$ cat src/rtl/tl_ul_pkg.sv
// ---------------------------------------------------------------------------
// tl_ul_pkg
// Shared definitions for the TL-UL to register-port bridge:
//   - A-channel and D-channel opcode encodings
//   - bridge FSM state type
//   - TIMEOUT_CYCLES, the ACCESS-phase limit used when the bridge is built
//     with REG_BRIDGE_TIMEOUT_EN
//   - req_legal(), the A-beat legality rule shared by the bridge
// ---------------------------------------------------------------------------
package tl_ul_pkg;

    typedef enum logic [2:0] {
        A_PUT_FULL    = 3'd0,
        A_PUT_PARTIAL = 3'd1,
        A_GET         = 3'd4
    } a_opcode_e;

    typedef enum logic [2:0] {
        D_ACCESS_ACK      = 3'd0,
        D_ACCESS_ACK_DATA = 3'd1
    } d_opcode_e;

    typedef enum logic [1:0] {
        ST_IDLE,
        ST_ACCESS,
        ST_RESP
    } state_e;

    localparam int unsigned TIMEOUT_CYCLES = 255;

    // A beat is legal when the opcode is known, the size fits a 32-bit word,
    // the address is naturally aligned to the size, and a PutFullData mask
    // covers every byte lane the size/offset touches.
    function automatic logic req_legal(
        input logic [2:0] opcode,
        input logic [2:0] size,
        input logic [1:0] addr_lo,
        input logic [3:0] mask
    );
        logic       op_ok;
        logic       size_ok;
        logic       align_ok;
        logic       mask_ok;
        logic [3:0] lanes;

        op_ok   = (opcode == A_PUT_FULL) || (opcode == A_PUT_PARTIAL) ||
                  (opcode == A_GET);
        size_ok = (size <= 3'd2);

        unique case (size)
            3'd0: begin
                align_ok = 1'b1;
                lanes    = 4'b0001 << addr_lo;
            end
            3'd1: begin
                align_ok = ~addr_lo[0];
                lanes    = 4'b0011 << addr_lo;
            end
            default: begin
                align_ok = (addr_lo == 2'b00);
                lanes    = 4'b1111;
            end
        endcase

        mask_ok = (opcode != A_PUT_FULL) || ((mask & lanes) == lanes);

        return op_ok && size_ok && align_ok && mask_ok;
    endfunction

endpackage

$ cat src/rtl/tl_ul_reg_bridge_if.sv
// ---------------------------------------------------------------------------
// tl_ul_reg_bridge_if
// TL-UL A/D channel bundle feeding the register bridge.
//   Parameter SRC_W : width of a_source / d_source
//   A channel : a_valid, a_ready, a_opcode, a_size, a_source, a_address,
//               a_mask, a_data
//   D channel : d_valid, d_ready, d_opcode, d_size, d_source, d_denied,
//               d_data
// Modports:
//   master : TL requester (drives A beats, accepts D responses)
//   slave  : the bridge (accepts A beats, returns D responses)
// ---------------------------------------------------------------------------
interface tl_ul_reg_bridge_if #(
    parameter int unsigned SRC_W = 1
);
    logic             a_valid;
    logic             a_ready;
    logic [2:0]       a_opcode;
    logic [2:0]       a_size;
    logic [SRC_W-1:0] a_source;
    logic [31:0]      a_address;
    logic [3:0]       a_mask;
    logic [31:0]      a_data;

    logic             d_valid;
    logic             d_ready;
    logic [2:0]       d_opcode;
    logic [2:0]       d_size;
    logic [SRC_W-1:0] d_source;
    logic             d_denied;
    logic [31:0]      d_data;

    modport master (
        output a_valid, a_opcode, a_size, a_source, a_address, a_mask, a_data,
        input  a_ready,
        input  d_valid, d_opcode, d_size, d_source, d_denied, d_data,
        output d_ready
    );

    modport slave (
        input  a_valid, a_opcode, a_size, a_source, a_address, a_mask, a_data,
        output a_ready,
        output d_valid, d_opcode, d_size, d_source, d_denied, d_data,
        input  d_ready
    );

endinterface

$ cat src/rtl/tl_ul_reg_bridge.sv
// ---------------------------------------------------------------------------
// tl_ul_reg_bridge
// Converts single TL-UL transactions into a simple request/ack register port.
// One transaction is in flight at a time: IDLE accepts an A beat, ACCESS
// holds reg_req until reg_ack, RESP holds the D response until d_ready.
// Illegal A beats skip ACCESS and are answered with d_denied=1.
//
// Ports:
//   clock     : sole clock, rising edge
//   reset_n   : asynchronous active-low reset
//   tl        : TL-UL A/D channels (tl_ul_reg_bridge_if.slave)
//   reg_req   : register access strobe, held until reg_ack
//   reg_we    : 1=write, 0=read
//   reg_addr  : word address (a_address[31:2])
//   reg_be    : byte enables (a_mask for Put, 4'hF for Get)
//   reg_wdata : write data
//   reg_ack   : access complete, reg_rdata/reg_err valid this cycle
//   reg_rdata : read data
//   reg_err   : slave error
//
// Build option:
//   REG_BRIDGE_TIMEOUT_EN : abort an access after TIMEOUT_CYCLES cycles
//   without reg_ack and return d_denied=1. Undefined: ACCESS waits forever.
// ---------------------------------------------------------------------------
module tl_ul_reg_bridge
    import tl_ul_pkg::*;
#(
    parameter int unsigned SRC_W = 1
) (
    input  logic                 clock,
    input  logic                 reset_n,
    tl_ul_reg_bridge_if.slave    tl,
    output logic                 reg_req,
    output logic                 reg_we,
    output logic [29:0]          reg_addr,
    output logic [3:0]           reg_be,
    output logic [31:0]          reg_wdata,
    input  logic                 reg_ack,
    input  logic [31:0]          reg_rdata,
    input  logic                 reg_err
);

    state_e           state_q;
    state_e           state_d;

    logic [2:0]       opcode_q;
    logic [2:0]       size_q;
    logic [SRC_W-1:0] src_q;
    logic [29:0]      addr_q;
    logic [3:0]       mask_q;
    logic [31:0]      wdata_q;
    logic [31:0]      rdata_q;
    logic             denied_q;

    logic             accept;
    logic             a_legal;
    logic             ack_taken;
    logic             is_get;
    logic             timeout_hit;

    assign a_legal   = req_legal(tl.a_opcode, tl.a_size, tl.a_address[1:0],
                                 tl.a_mask);
    assign accept    = tl.a_valid && (state_q == ST_IDLE);
    // reg_ack only counts while an access is outstanding
    assign ack_taken = reg_ack && (state_q == ST_ACCESS);
    assign is_get    = (opcode_q == A_GET);

`ifdef REG_BRIDGE_TIMEOUT_EN
    logic [7:0] tmo_cnt_q;

    // Counts completed ACCESS cycles; zero on entry to ACCESS, so the
    // TIMEOUT_CYCLES-th cycle without ack sees TIMEOUT_CYCLES-1.
    always_ff @(posedge clock or negedge reset_n) begin
        if (!reset_n) begin
            tmo_cnt_q <= '0;
        end else if (state_q != ST_ACCESS) begin
            tmo_cnt_q <= '0;
        end else begin
            tmo_cnt_q <= tmo_cnt_q + 8'd1;
        end
    end

    assign timeout_hit = (state_q == ST_ACCESS) && !reg_ack &&
                         (tmo_cnt_q == 8'(TIMEOUT_CYCLES - 1));
`else
    assign timeout_hit = 1'b0;
`endif

    // -----------------------------------------------------------------
    // FSM state register
    // -----------------------------------------------------------------
    always_ff @(posedge clock or negedge reset_n) begin
        if (!reset_n) begin
            state_q <= ST_IDLE;
        end else begin
            state_q <= state_d;
        end
    end

    // -----------------------------------------------------------------
    // Next state and output decode. All bus outputs are qualified by
    // state so that they read 0 while no phase owns them (including
    // while reset_n is low).
    // -----------------------------------------------------------------
    always_comb begin
        state_d     = state_q;

        tl.a_ready  = 1'b0;
        tl.d_valid  = 1'b0;
        tl.d_opcode = D_ACCESS_ACK;
        tl.d_size   = '0;
        tl.d_source = '0;
        tl.d_denied = 1'b0;
        tl.d_data   = '0;

        reg_req     = 1'b0;
        reg_we      = 1'b0;
        reg_addr    = '0;
        reg_be      = '0;
        reg_wdata   = '0;

        unique case (state_q)
            ST_IDLE: begin
                tl.a_ready = 1'b1;
                if (accept) begin
                    state_d = a_legal ? ST_ACCESS : ST_RESP;
                end
            end

            ST_ACCESS: begin
                reg_req   = 1'b1;
                reg_we    = !is_get;
                reg_addr  = addr_q;
                reg_be    = is_get ? 4'hF : mask_q;
                reg_wdata = wdata_q;
                if (ack_taken || timeout_hit) begin
                    state_d = ST_RESP;
                end
            end

            ST_RESP: begin
                tl.d_valid  = 1'b1;
                tl.d_opcode = is_get ? D_ACCESS_ACK_DATA : D_ACCESS_ACK;
                tl.d_size   = size_q;
                tl.d_source = src_q;
                tl.d_denied = denied_q;
                tl.d_data   = (is_get && !denied_q) ? rdata_q : '0;
                if (tl.d_ready) begin
                    state_d = ST_IDLE;
                end
            end

            default: begin
                state_d = ST_IDLE;
            end
        endcase
    end

    // -----------------------------------------------------------------
    // Transaction context: captured on accept, completed on ack/timeout
    // -----------------------------------------------------------------
    always_ff @(posedge clock or negedge reset_n) begin
        if (!reset_n) begin
            opcode_q <= '0;
            size_q   <= '0;
            src_q    <= '0;
            addr_q   <= '0;
            mask_q   <= '0;
            wdata_q  <= '0;
            rdata_q  <= '0;
            denied_q <= 1'b0;
        end else if (accept) begin
            opcode_q <= tl.a_opcode;
            size_q   <= tl.a_size;
            src_q    <= tl.a_source;
            addr_q   <= tl.a_address[31:2];
            mask_q   <= tl.a_mask;
            wdata_q  <= tl.a_data;
            rdata_q  <= '0;
            denied_q <= !a_legal;
        end else if (ack_taken) begin
            denied_q <= reg_err;
            if (is_get) begin
                rdata_q <= reg_rdata;
            end
        end else if (timeout_hit) begin
            denied_q <= 1'b1;
            rdata_q  <= '0;
        end
    end

endmodule

$ cat src/flat_wrapper.sv
// flat-port wrapper written by rule: the top's interface ports become plain ports
module tl_ul_reg_bridge_flat import tl_ul_pkg::*;
#(
    parameter int unsigned SRC_W = 1
)
  (clock, reset_n, reg_req, reg_we, reg_addr, reg_be, reg_wdata, reg_ack, reg_rdata, reg_err, tl_a_valid, tl_a_opcode, tl_a_size, tl_a_source, tl_a_address, tl_a_mask, tl_a_data, tl_a_ready, tl_d_valid, tl_d_opcode, tl_d_size, tl_d_source, tl_d_denied, tl_d_data, tl_d_ready);
  tl_ul_reg_bridge_if #(.SRC_W(SRC_W)) tl_i ();
  input  logic clock;
  input  logic reset_n;
  output logic reg_req;
  output logic reg_we;
  output logic [29:0] reg_addr;
  output logic [3:0] reg_be;
  output logic [31:0] reg_wdata;
  input  logic reg_ack;
  input  logic [31:0] reg_rdata;
  input  logic reg_err;
  input wire logic [$bits(tl_i.a_valid)-1:0] tl_a_valid;
  input wire logic [$bits(tl_i.a_opcode)-1:0] tl_a_opcode;
  input wire logic [$bits(tl_i.a_size)-1:0] tl_a_size;
  input wire logic [$bits(tl_i.a_source)-1:0] tl_a_source;
  input wire logic [$bits(tl_i.a_address)-1:0] tl_a_address;
  input wire logic [$bits(tl_i.a_mask)-1:0] tl_a_mask;
  input wire logic [$bits(tl_i.a_data)-1:0] tl_a_data;
  output wire logic [$bits(tl_i.a_ready)-1:0] tl_a_ready;
  output wire logic [$bits(tl_i.d_valid)-1:0] tl_d_valid;
  output wire logic [$bits(tl_i.d_opcode)-1:0] tl_d_opcode;
  output wire logic [$bits(tl_i.d_size)-1:0] tl_d_size;
  output wire logic [$bits(tl_i.d_source)-1:0] tl_d_source;
  output wire logic [$bits(tl_i.d_denied)-1:0] tl_d_denied;
  output wire logic [$bits(tl_i.d_data)-1:0] tl_d_data;
  input wire logic [$bits(tl_i.d_ready)-1:0] tl_d_ready;
  assign tl_i.a_valid = tl_a_valid;
  assign tl_i.a_opcode = tl_a_opcode;
  assign tl_i.a_size = tl_a_size;
  assign tl_i.a_source = tl_a_source;
  assign tl_i.a_address = tl_a_address;
  assign tl_i.a_mask = tl_a_mask;
  assign tl_i.a_data = tl_a_data;
  assign tl_a_ready = tl_i.a_ready;
  assign tl_d_valid = tl_i.d_valid;
  assign tl_d_opcode = tl_i.d_opcode;
  assign tl_d_size = tl_i.d_size;
  assign tl_d_source = tl_i.d_source;
  assign tl_d_denied = tl_i.d_denied;
  assign tl_d_data = tl_i.d_data;
  assign tl_i.d_ready = tl_d_ready;
  tl_ul_reg_bridge #(.SRC_W(SRC_W)) u_core (.clock(clock), .reset_n(reset_n), .tl(tl_i), .reg_req(reg_req), .reg_we(reg_we), .reg_addr(reg_addr), .reg_be(reg_be), .reg_wdata(reg_wdata), .reg_ack(reg_ack), .reg_rdata(reg_rdata), .reg_err(reg_err));
endmodule
$ cat config.mk
export PLATFORM = sky130hd
export DESIGN_NAME = tl_ul_reg_bridge_flat
export DESIGN_NICKNAME = d
export VERILOG_FILES = /design/src/rtl/tl_ul_pkg.sv /design/src/rtl/tl_ul_reg_bridge_if.sv /design/src/rtl/tl_ul_reg_bridge.sv /design/src/flat_wrapper.sv
export SDC_FILE = /design/constraint.sdc
export NUM_CORES = 1
export LEC_CHECK = 0
export CAP_MARGIN = 20
export CORE_ASPECT_RATIO = 0.7
export CORE_MARGIN = 8
export CORE_UTILIZATION = 40
export DETAILED_ROUTE_END_ITERATION = 6
export HOLD_SLACK_MARGIN = 0.03
export PLACE_DENSITY = 0.76
export SYNTH_ARGS = -nofsm -noshare
export SYNTH_HDL_FRONTEND = slang
export SYNTH_SLANG_ARGS = --single-unit
$ cat constraint.sdc
create_clock -name clock -period 2 [get_ports clock]
set_input_delay 0.4 -clock clock [delete_from_list [all_inputs] [get_ports clock]]
set_output_delay 0.4 -clock clock [all_outputs]
set_load 0.01 [all_outputs]
==> impl_metrics.env <==
export IMPL_outcome="finished, violations left"
export IMPL_violations="setup timing"
export IMPL_antenna_violating_nets_post_route=0
export IMPL_drive_gt1_share_pct=34.7
export IMPL_totalPowerFinal_mw=6.35
export IMPL_grt_start_max_net_pins=65
export IMPL_num_fill_cells=1012
export IMPL_ys_types=30
export IMPL_slew_viol_final=0
export IMPL_master_cell_of_the_clock_root_buffer="clkbuf_16"
export IMPL_yosysTopAreaCellShare_pct=54.6
export IMPL_numCtsBuffers=9
export IMPL_timing_max_cap_violations=0
export IMPL_critPathRequiredTime_ps=1600
export IMPL_report_final_hold_viol_count=0
export IMPL_min_period_ps=2160
export IMPL_number_of_diodes=0
export IMPL_tritoncts_num_sinks=108
export IMPL_worst_hold_path_type="reg2reg"
export IMPL_average_vias_per_placed_instance=4.76
export IMPL_clock_skew_ps=5.05
export IMPL_wire_length_of_the_first_global_routing_pass_um=22700
export IMPL_critPathLaunchType="register"
export IMPL_grt_pass1_vias=4237
export IMPL_grt_setup_unrepaired="yes"
export IMPL_clkLatencyLatePin_ps=330
export IMPL_cts_root_to_sink_buffers=2
export IMPL_synth_warning_count=0
export IMPL_routedWlPerCell_um=17.7
export IMPL_die_area_sq_mm=0.0163
export IMPL_final_setup_worst_slack_ps=-156
export IMPL_max_freq_mhz=464
export IMPL_setup_violations=32
export IMPL_synth_cell_area_sq_mm=0.00495
export IMPL_io_buffer_count=220
export IMPL_die_width_um=149
export IMPL_min_period_over_period_pct=108
export IMPL_critical_path_max_fanout=8
export IMPL_critical_path_class="reg2out"
export IMPL_start_util_pct=40.4
export IMPL_drt_iter0_drc=126
export IMPL_synth_seq_cells=108
export IMPL_post_route_drc_count=0
export IMPL_power_density_cell_area_mw_per_mm2=827
export IMPL_setup_crit_end_kind="output pin"
export IMPL_detailroute_via_count=3990
export IMPL_dp_worst_setup_slack_ps=-204
export IMPL_firstDrtPassIters=4
export IMPL_worst_hold_slack_ps=481
export IMPL_stdcell_area_sq_mm=0.00767
export IMPL_core_region_area_sq_mm=0.0123
export IMPL_fp_dieH_um=109
export IMPL_finalWirelength_um=14900
export IMPL_highest_ir_drop_seen_on_vdd_mv=0.594
export IMPL_average_cell_area_after_synthesis_sq_um=11.1
export IMPL_leakage_nw=3.55
export IMPL_gp_congestion=0.769
export IMPL_nets_final=785
export IMPL_synthTopCellsByArea="dfrtp_1 55%, mux2_2 13%, and2_1 13%, nand2_1 5.0%, mux2_1 4.1%"
export IMPL_io_pins=223
export IMPL_synth_top_cell_by_area="dfrtp_1"
export IMPL_cts_tree="done"
export IMPL_core_rowCount=34
export IMPL_instance_area_at_placement_sq_mm=0.00743
export IMPL_syn_inst=446
export IMPL_synthesis_to_finish_area_growth_pct=54.9
export IMPL_critPathArrivalTime_ps=1760
export IMPL_gr_total_overflow=0
export IMPL_grt_usage_pct=17.7
export IMPL_cts_htree_levels=3
export IMPL_dp_hpwl_um=10900
export IMPL_initial_antenna_violation_count=0
export IMPL_synth_seq_area_share_pct=54.6
export IMPL_cts_clk_slew_worst_paths_ps=60
final cells by class:
cell class / instances / area, sq um / area share (%)
clock buffers: 12 / 267 / 3.47
clock inverters: 4 / 70.1 / 0.913
inverters: 1 / 8.76 / 0.114
multi-input cells: 308 / 2180 / 28.4
flip-flops and latches: 108 / 2700 / 35.2
well taps: 162 / 203 / 2.64
repair buffers: 244 / 2240 / 29.2
path summary, 6_finish.rpt:
path	start	endpoint	slack, ps	cells past startpoint
min in group asynchronous	reset_n	u_core.wdata_q[29]	550	2
max in group asynchronous	reset_n	u_core.wdata_q[2]	860	3
setup / recovery	u_core.opcode_q[1]	tl_d_data[0]	-160	6
setup reg to reg	u_core.state_q[1]	u_core.state_q[0]	340	5
hold / removal	u_core.wdata_q[25]	u_core.wdata_q[25]	480	1
hold reg to reg	u_core.wdata_q[25]	u_core.wdata_q[25]	480	1
routing by layer:
metal,track usage [%],part of all wire [%]
met2,29.5,48
met1,20.4,40
met5,0,0
met4,3.30,1.1
met3,8.71,11
cells by family (layout without fill, tap and decap cells):
group	count (synthesis)	in the layout	synth area share, %
simple gates	189	189	20.2
flops	108	108	54.6
mux	76	76	17.2
compound gates	41	41	4.57
buf+inv	31	261	3.36
other cells	1	2	0.0757
layout by cell type, fill, tap and decap left out, drive strengths merged, types with 7 or more instances in the layout:
master	netlist	routed
o21ai	32	32
mux2	74	74
dlygate4sd2	0	7
clkbuf	6	59
dfrtp	108	108
buf	24	77
clkdlybuf4s50	0	111
nor2	11	11
nand2	67	67
and2	100	100
sequential cells by signal, indices dropped and copies added, names as in the netlist:
register	cells
u_core.rdata_q	32
u_core.size_q	3
u_core.mask_q	4
u_core.addr_q	30
u_core.opcode_q	3
u_core.src_q	1
u_core.denied_q	1
u_core.state_q	2
u_core.wdata_q	32
cells in the mapped netlist, drive strengths merged:
master     n
and2     100
nor3b      1
nor2b      1
o21a       2
o2bb2ai    1
conb       1
nor3       1
and4       1
a31oi      1
a32oi      2
o211ai     1
o21ai     32
nor2      11
mux2      74
and3       1
o22ai      1
or4        1
a21oi      1
clkbuf     6
inv        1
mux2i      2
nand2     67
nand3      2
buf       24
dfrtp    108
and2b      1
nand2b     2
metrics by stage:
stage,utilization (%),setup TNS [ps],cells
floorplan,-,0,447
global placement,60.7,-3180,816
detailed placement,60.7,-5530,816
CTS,62.6,-4360,835
global route,62.6,-7190,839
finish,62.6,-4110,839
where the power goes:
group | total, mW | switching, mW | internal (mW)
Clock | 1.95 | 0.753 | 1.20
Sequential | 2.97 | 0.250 | 2.72
Combinational | 1.43 | 0.561 | 0.867
Total | 6.35 | 1.56 | 4.78
worst max-delay path, cell delays in order (launching register included):
cell	delay, ps
dfrtp_1	390
nor3b_2	210
and2_1	170
and2b_4	230
clkbuf_16	180
and2_4	140
buf_6	100
repair_timing:
item / in CTS / in global routing
hold buffers: 1 / 0
hold endpoints to repair: 28 / 0
setup buffers: 1 / 2
cloned: 1 / 3
resized for setup: 298 / 133
pin swaps: 1 / 33
setup endpoints to repair: 107 / 97
(Power assumes the default switching activity.)
